<file path="config.mk">
export PLATFORM = sky130hd
export DESIGN_NAME = reg_rename_file_flat
export DESIGN_NICKNAME = d
export VERILOG_FILES = /design/src/rtl/reg_rename_file_pkg.sv /design/src/rtl/reg_rename_file_if.sv /design/src/rtl/reg_rename_file_rrf_read_port.sv /design/src/rtl/reg_rename_file.sv /design/src/flat_wrapper.sv
export SDC_FILE = /design/constraint.sdc
export NUM_CORES = 2
export LEC_CHECK = 0
export BUFFER_PORTS_ARGS = -buffer_cell sky130_fd_sc_hd__buf_2
export CORE_MARGIN = 3
export CORE_UTILIZATION = 60
export CTS_CLUSTER_SIZE = 24
export DETAILED_ROUTE_END_ITERATION = 8
export GPL_ROUTABILITY_DRIVEN = 0
export PLACE_DENSITY = 0.77
export SKIP_CTS_REPAIR_TIMING = 1
export SLEW_MARGIN = 30
export SYNTH_ARGS = -nofsm -noshare
export SYNTH_HDL_FRONTEND = slang
export SYNTH_HIERARCHICAL = 1
export SYNTH_SLANG_ARGS = --single-unit
</file>
<file path="constraint.sdc">
create_clock -name clk -period 41.9 [get_ports clk]
set_input_delay 4.19 -clock clk [delete_from_list [all_inputs] [get_ports clk]]
set_output_delay 4.19 -clock clk [all_outputs]
set_load 0.01 [all_outputs]
</file>
<file path="src/rtl/reg_rename_file_pkg.sv">
// Shared widths and types for the architectural register file and rename table.
package reg_rename_file_pkg;
    localparam int REG_NUM = 32;
    localparam int REG_W   = 5;
    localparam int ROB_W   = 4;
    localparam int XLEN    = 32;

    typedef logic [REG_W-1:0] reg_idx_t;
    typedef logic [ROB_W-1:0] rob_idx_t;
    typedef logic [XLEN-1:0]  word_t;
endpackage

</file>
<file path="src/rtl/reg_rename_file_if.sv">
// Dispatch lookup/rename and ROB commit/flush signals of the rename register file.
// Valid/ready: there is no per-transfer handshake; Dis_flag and RF_write_flag are
// qualifiers sampled on a rising edge only while the global rdy is high.
interface reg_rename_file_if;
    import reg_rename_file_pkg::*;

    logic     Dis_flag;
    reg_idx_t Dis_rd;
    rob_idx_t Dis_ROB_idx;
    reg_idx_t Dis_rs1;
    reg_idx_t Dis_rs2;
    logic     Dis_Q1_flag;
    rob_idx_t Dis_Q1_idx;
    word_t    Dis_V1;
    logic     Dis_Q2_flag;
    rob_idx_t Dis_Q2_idx;
    word_t    Dis_V2;
    logic     RF_write_flag;
    reg_idx_t RF_rd;
    rob_idx_t RF_ROB_idx;
    word_t    RF_val;
    logic     ROB_roll;

    modport master (
        output Dis_flag, Dis_rd, Dis_ROB_idx, Dis_rs1, Dis_rs2,
        output RF_write_flag, RF_rd, RF_ROB_idx, RF_val, ROB_roll,
        input  Dis_Q1_flag, Dis_Q1_idx, Dis_V1, Dis_Q2_flag, Dis_Q2_idx, Dis_V2
    );

    modport slave (
        input  Dis_flag, Dis_rd, Dis_ROB_idx, Dis_rs1, Dis_rs2,
        input  RF_write_flag, RF_rd, RF_ROB_idx, RF_val, ROB_roll,
        output Dis_Q1_flag, Dis_Q1_idx, Dis_V1, Dis_Q2_flag, Dis_Q2_idx, Dis_V2
    );
endinterface

</file>
<file path="src/rtl/reg_rename_file_rrf_read_port.sv">
// One combinational operand lookup: value or pending ROB tag, with commit bypass.
module rrf_read_port
    import reg_rename_file_pkg::*;
(
    input  reg_idx_t           rs,
    input  logic [REG_NUM-1:0] busy,
    input  rob_idx_t           tag [REG_NUM],
    input  word_t              val [REG_NUM],
    input  logic               commit_flag,
    input  reg_idx_t           commit_rd,
    input  rob_idx_t           commit_idx,
    input  word_t              commit_val,
    output logic               q_flag,
    output rob_idx_t           q_idx,
    output word_t              v
);
    always_comb begin
        q_flag = 1'b0;
        q_idx  = '0;
        v      = '0;
        if (rs != '0) begin
            q_idx = tag[rs];
            // The retiring producer's value is forwarded so it is never reported pending.
            if (commit_flag && commit_rd == rs && busy[rs] && tag[rs] == commit_idx) begin
                v = commit_val;
            end else begin
                q_flag = busy[rs];
                v      = val[rs];
            end
        end
    end
endmodule

</file>
<file path="src/rtl/reg_rename_file.sv">
// Architectural register file plus rename table: commit writes, dispatch renames, roll flushes.
module reg_rename_file
    import reg_rename_file_pkg::*;
(
    input logic              clk,
    input logic              rst,
    input logic              rdy,
    reg_rename_file_if.slave bus
);
    word_t              val  [REG_NUM];
    rob_idx_t           tag  [REG_NUM];
    logic [REG_NUM-1:0] busy;

    always_ff @(posedge clk or posedge rst) begin
        if (rst) begin
            for (int i = 0; i < REG_NUM; i++) begin
                val[i] <= '0;
                tag[i] <= '0;
            end
            busy <= '0;
        end else if (rdy) begin
            if (bus.RF_write_flag && bus.RF_rd != '0) begin
                val[bus.RF_rd] <= bus.RF_val;
                // A stale tag means a younger rename owns the register; leave it busy.
                if (busy[bus.RF_rd] && tag[bus.RF_rd] == bus.RF_ROB_idx) begin
                    busy[bus.RF_rd] <= 1'b0;
                end
            end
            // Placed after the commit so a same-register dispatch wins busy/tag.
            if (bus.Dis_flag && bus.Dis_rd != '0 && !bus.ROB_roll) begin
                busy[bus.Dis_rd] <= 1'b1;
                tag[bus.Dis_rd]  <= bus.Dis_ROB_idx;
            end
            if (bus.ROB_roll) begin
                busy <= '0;
            end
        end
    end

    rrf_read_port u_read_rs1 (
        .rs          (bus.Dis_rs1),
        .busy        (busy),
        .tag         (tag),
        .val         (val),
        .commit_flag (bus.RF_write_flag),
        .commit_rd   (bus.RF_rd),
        .commit_idx  (bus.RF_ROB_idx),
        .commit_val  (bus.RF_val),
        .q_flag      (bus.Dis_Q1_flag),
        .q_idx       (bus.Dis_Q1_idx),
        .v           (bus.Dis_V1)
    );

    rrf_read_port u_read_rs2 (
        .rs          (bus.Dis_rs2),
        .busy        (busy),
        .tag         (tag),
        .val         (val),
        .commit_flag (bus.RF_write_flag),
        .commit_rd   (bus.RF_rd),
        .commit_idx  (bus.RF_ROB_idx),
        .commit_val  (bus.RF_val),
        .q_flag      (bus.Dis_Q2_flag),
        .q_idx       (bus.Dis_Q2_idx),
        .v           (bus.Dis_V2)
    );
endmodule

</file>
<file path="src/flat_wrapper.sv">
// flat-port wrapper written by rule: the top's interface ports become plain ports
module reg_rename_file_flat import reg_rename_file_pkg::*;
  (clk, rst, rdy, bus_Dis_flag, bus_Dis_rd, bus_Dis_ROB_idx, bus_Dis_rs1, bus_Dis_rs2, bus_RF_write_flag, bus_RF_rd, bus_RF_ROB_idx, bus_RF_val, bus_ROB_roll, bus_Dis_Q1_flag, bus_Dis_Q1_idx, bus_Dis_V1, bus_Dis_Q2_flag, bus_Dis_Q2_idx, bus_Dis_V2);
  reg_rename_file_if bus_i ();
  input logic clk;
  input logic rst;
  input logic rdy;
  input wire logic [$bits(bus_i.Dis_flag)-1:0] bus_Dis_flag;
  input wire logic [$bits(bus_i.Dis_rd)-1:0] bus_Dis_rd;
  input wire logic [$bits(bus_i.Dis_ROB_idx)-1:0] bus_Dis_ROB_idx;
  input wire logic [$bits(bus_i.Dis_rs1)-1:0] bus_Dis_rs1;
  input wire logic [$bits(bus_i.Dis_rs2)-1:0] bus_Dis_rs2;
  input wire logic [$bits(bus_i.RF_write_flag)-1:0] bus_RF_write_flag;
  input wire logic [$bits(bus_i.RF_rd)-1:0] bus_RF_rd;
  input wire logic [$bits(bus_i.RF_ROB_idx)-1:0] bus_RF_ROB_idx;
  input wire logic [$bits(bus_i.RF_val)-1:0] bus_RF_val;
  input wire logic [$bits(bus_i.ROB_roll)-1:0] bus_ROB_roll;
  output wire logic [$bits(bus_i.Dis_Q1_flag)-1:0] bus_Dis_Q1_flag;
  output wire logic [$bits(bus_i.Dis_Q1_idx)-1:0] bus_Dis_Q1_idx;
  output wire logic [$bits(bus_i.Dis_V1)-1:0] bus_Dis_V1;
  output wire logic [$bits(bus_i.Dis_Q2_flag)-1:0] bus_Dis_Q2_flag;
  output wire logic [$bits(bus_i.Dis_Q2_idx)-1:0] bus_Dis_Q2_idx;
  output wire logic [$bits(bus_i.Dis_V2)-1:0] bus_Dis_V2;
  assign bus_i.Dis_flag = bus_Dis_flag;
  assign bus_i.Dis_rd = bus_Dis_rd;
  assign bus_i.Dis_ROB_idx = bus_Dis_ROB_idx;
  assign bus_i.Dis_rs1 = bus_Dis_rs1;
  assign bus_i.Dis_rs2 = bus_Dis_rs2;
  assign bus_i.RF_write_flag = bus_RF_write_flag;
  assign bus_i.RF_rd = bus_RF_rd;
  assign bus_i.RF_ROB_idx = bus_RF_ROB_idx;
  assign bus_i.RF_val = bus_RF_val;
  assign bus_i.ROB_roll = bus_ROB_roll;
  assign bus_Dis_Q1_flag = bus_i.Dis_Q1_flag;
  assign bus_Dis_Q1_idx = bus_i.Dis_Q1_idx;
  assign bus_Dis_V1 = bus_i.Dis_V1;
  assign bus_Dis_Q2_flag = bus_i.Dis_Q2_flag;
  assign bus_Dis_Q2_idx = bus_i.Dis_Q2_idx;
  assign bus_Dis_V2 = bus_i.Dis_V2;
  reg_rename_file u_core (.clk(clk), .rst(rst), .rdy(rdy), .bus(bus_i));
endmodule
</file>
==> results.txt <==
Vias: 44,334
Sequential area share after synthesis: 0.447
M2 GR Usage: 0.531
Rel. slew slack: 0.269
Skew final: 0.0149 ns
Pwr dens: 42.7 nW/um2
CP required: 37.71 ns
Top Ports: 140
CTS Buf Count: 120
Critical Path AT: 8.66 ns
Worst-path cell chain: buf_8, buf_4, mux4_2, a22oi_1, a21oi_1, a211o_1, xnor2_2, nand4_4, buf_4, mux2i_1, buf_2
Crit path kind: in2out
Status: complete, no violations
Design Area, Final: 71,900 um2
Syn Area/Cell: 14.0 um2
Syn nets: 4,788
H-tree levels: 3
Min Tclk post-route: 12.85 ns
Initial antenna violation count: 3
Die height: 338 um
Vias in the first global route: 45,751
Slowest stage cell on the critical path: buf_4
R2R cell count: 6
Final ANT Viol Nets: 0
Crit share post-route: 0.307
RR Endpoint: u_core/busy[30]$_DFFE_PP0P_
Prevailing post-synth register cell: dfrtp_1
Min Hold Slack: 0.393 ns
Hold Crit Class: reg2reg
Hold Startpoint: u_core/val[1012]$_DFFE_PP0P_
First-pass GRT wire length: 294,000 um
Port-buffer cells: 139
Crit. End Element: output pin
Net load switching power: 807 uW
Pleak: 32.8 nW
Core area: 109,000 um2
Max_cap viols: 0
Fmax: 77.8 MHz
FF-to-FF setup slack: 38.86 ns
Vias per inst: 7.21
Cell variety after synth: 65
Pin count of the biggest net entering global routing: 184
Final net count: 4,637
R2r startpoint: u_core/tag[44]$_DFFE_PP0P_
Setup TNS: 0 ns
P_int: 2.26 mW
Area delta synth->final: 8.49%
# DRC: 0
Least-Margin Pin Slew: 1.10 ns
Yosys warns: 6
Hpwl dp: 111,000 um
Critical Path Max Stage Delay: 0.78 ns
DIE AREA: 114,000 um2
Clk buf depth: 3
Chip width: 338 um
Starting density of the core: 0.606
Sequential power share: 0.452
GR Util met3: 0.0839
Startpoint class of the critical path: input port
Power share of the clock group: 0.381
Post-Syn Instances: 4,722
Iter 0 DRT Violations: 5,574
Setup Viol. Count Final: 0
GRT overflow: 0
Post-Place Cell Area: 67,500 um2
Final Hold Viols: 0
Share of cells above drive strength 1: 0.454
Skew-Pair Late Insertion Delay: 0.73 ns
Commonest non-fill, non-tap cell in the layout: dfrtp_1
Filler cell count: 7,576
WL per Instance: 31.8 um
Most frequent cells in the layout: 1,184 x dfrtp_1, 892 x mux2_2, 732 x nand2_1
TritonCTS clock tree: built
Worst-path maximum fanout: 69
Clk sinks: 1,184
Routed WL: 195,000 um
Max Slew Vio Count: 0
Met1 usage: 0.451
Root Driver: clkbuf_16
Seq cells post-synth: 1,184
FP Rows: 121
Comb power frac: 0.167
Cell mode on critical path: buf_4
Hold Path Sink: u_core/val[1012]$_DFFE_PP0P_
GRT busiest layer: met2
CTS clk-pin slew, worst paths: 0.06 ns
Detailed Routing Iterations Pass 1: 6
Post-synth EDFFs: 0
Hold path depth: 0
Worst vdd ir: 0.0357 mV
Async SR Flop Fraction: 1.00
Sw Share: 0.263
RSZ-0062 raised after global routing: no
Cell area after synthesis: 66,300 um2
GRT Util Overall: 0.341
-- through the flow --
step	power (mW)	setup WS, ns	utilization	instances
after floorplan	1.77	4.36	-	4722
after global routing	3.17	28.96	0.658	6149
after CTS	3.07	28.98	0.657	6143
final	3.07	29.05	0.658	6150
after global placement	1.88	29.00	0.616	5920
after detailed placement	1.91	29.01	0.617	5922
-- cell families after synthesis --
kind of cell | count (synthesis) | share of synthesized area
multiplexers | 1783 | 0.423
buffers and inverters | 536 | 0.0372
AO/OA/AOI/OAI | 205 | 0.0238
AND/OR/NAND/NOR | 994 | 0.0656
XOR/XNOR | 20 | 0.00321
flip-flops | 1184 | 0.447
-- layer usage --
metal	vias to the layer above	routed length, um
met1	23433	71300
met5	-	0
met4	0	10900
met3	632	20700
li1	17450	-
met2	2819	92400
-- worst max path at each step --
stage | startpoint | end | slack (ns) | cells after the start
floorplan | rst | u_core/busy[0]$_DFFE_PP0P_ | 4.36 | 1
global placement | bus_Dis_rs2[1] | bus_Dis_V2[24] | 29.00 | 11
detailed placement | bus_Dis_rs2[1] | bus_Dis_V2[22] | 29.01 | 11
CTS | bus_Dis_rs2[1] | bus_Dis_V2[22] | 28.98 | 11
global route | bus_Dis_rs1[1] | bus_Dis_V1[24] | 28.96 | 11
finish | bus_Dis_rs1[1] | bus_Dis_V1[24] | 29.05 | 11
-- Yosys cell counts, types with 12 or more instances --
| library cell | instances | area, um2 |
|---|---|---|
| dfrtp_1 | 1184 | 29600 |
| mux2_2 | 892 | 10000 |
| nand2_1 | 743 | 2790 |
| mux4_2 | 724 | 16300 |
| clkbuf_1 | 276 | 1040 |
| buf_2 | 155 | 776 |
| mux2i_1 | 147 | 1470 |
| or2_1 | 66 | 413 |
| o211ai_1 | 64 | 480 |
| nor2_1 | 49 | 184 |
| inv_1 | 36 | 135 |
| o21ai_0 | 26 | 130 |
| buf_4 | 25 | 188 |
| buf_1 | 22 | 82.6 |
| buf_6 | 22 | 248 |
| mux2_1 | 20 | 225 |
| nor2b_1 | 20 | 125 |
| o32ai_1 | 17 | 149 |
| nand3_1 | 16 | 80.1 |
| nor3_1 | 16 | 80.1 |
| a21oi_1 | 15 | 75.1 |
| a22oi_1 | 15 | 113 |
| a41oi_1 | 15 | 131 |
| nor4_1 | 12 | 75.1 |
-- worst max-delay path, delay by kind of cell --
kind                   cells  cell delay, ns
XOR/XNOR                   1            0.20
AO/OA/AOI/OAI              3            0.76
multiplexers               2            0.84
AND/OR/NAND/NOR            1            0.56
buffers and inverters      4            1.99
-- sequential cells by signal (all words and copies together) (netlist names) --
signal       count
u_core/busy     32
u_core/tag     128
u_core/val    1024
-- power by group through the flow --
stage | registers, mW | logic, mW | clock network, mW
after floorplan | 1.37 | 0.404 | 0
after global placement | 1.39 | 0.494 | 0
after detailed placement | 1.40 | 0.509 | 0
after CTS | 1.38 | 0.511 | 1.18
after global routing | 1.40 | 0.548 | 1.23
final | 1.39 | 0.514 | 1.17
-- cell type report --
type,instances,area [um2],area share
clock inverters,58,855,0.0119
inverters,36,155,0.00216
diodes,4,10.0,0.000139
well taps,1476,1850,0.0257
flip-flops and latches,1184,29600,0.412
repair buffers,227,1600,0.0223
clock buffers,163,3450,0.0479
multi-input cells,3002,34400,0.478
(Power assumes the default switching activity.)
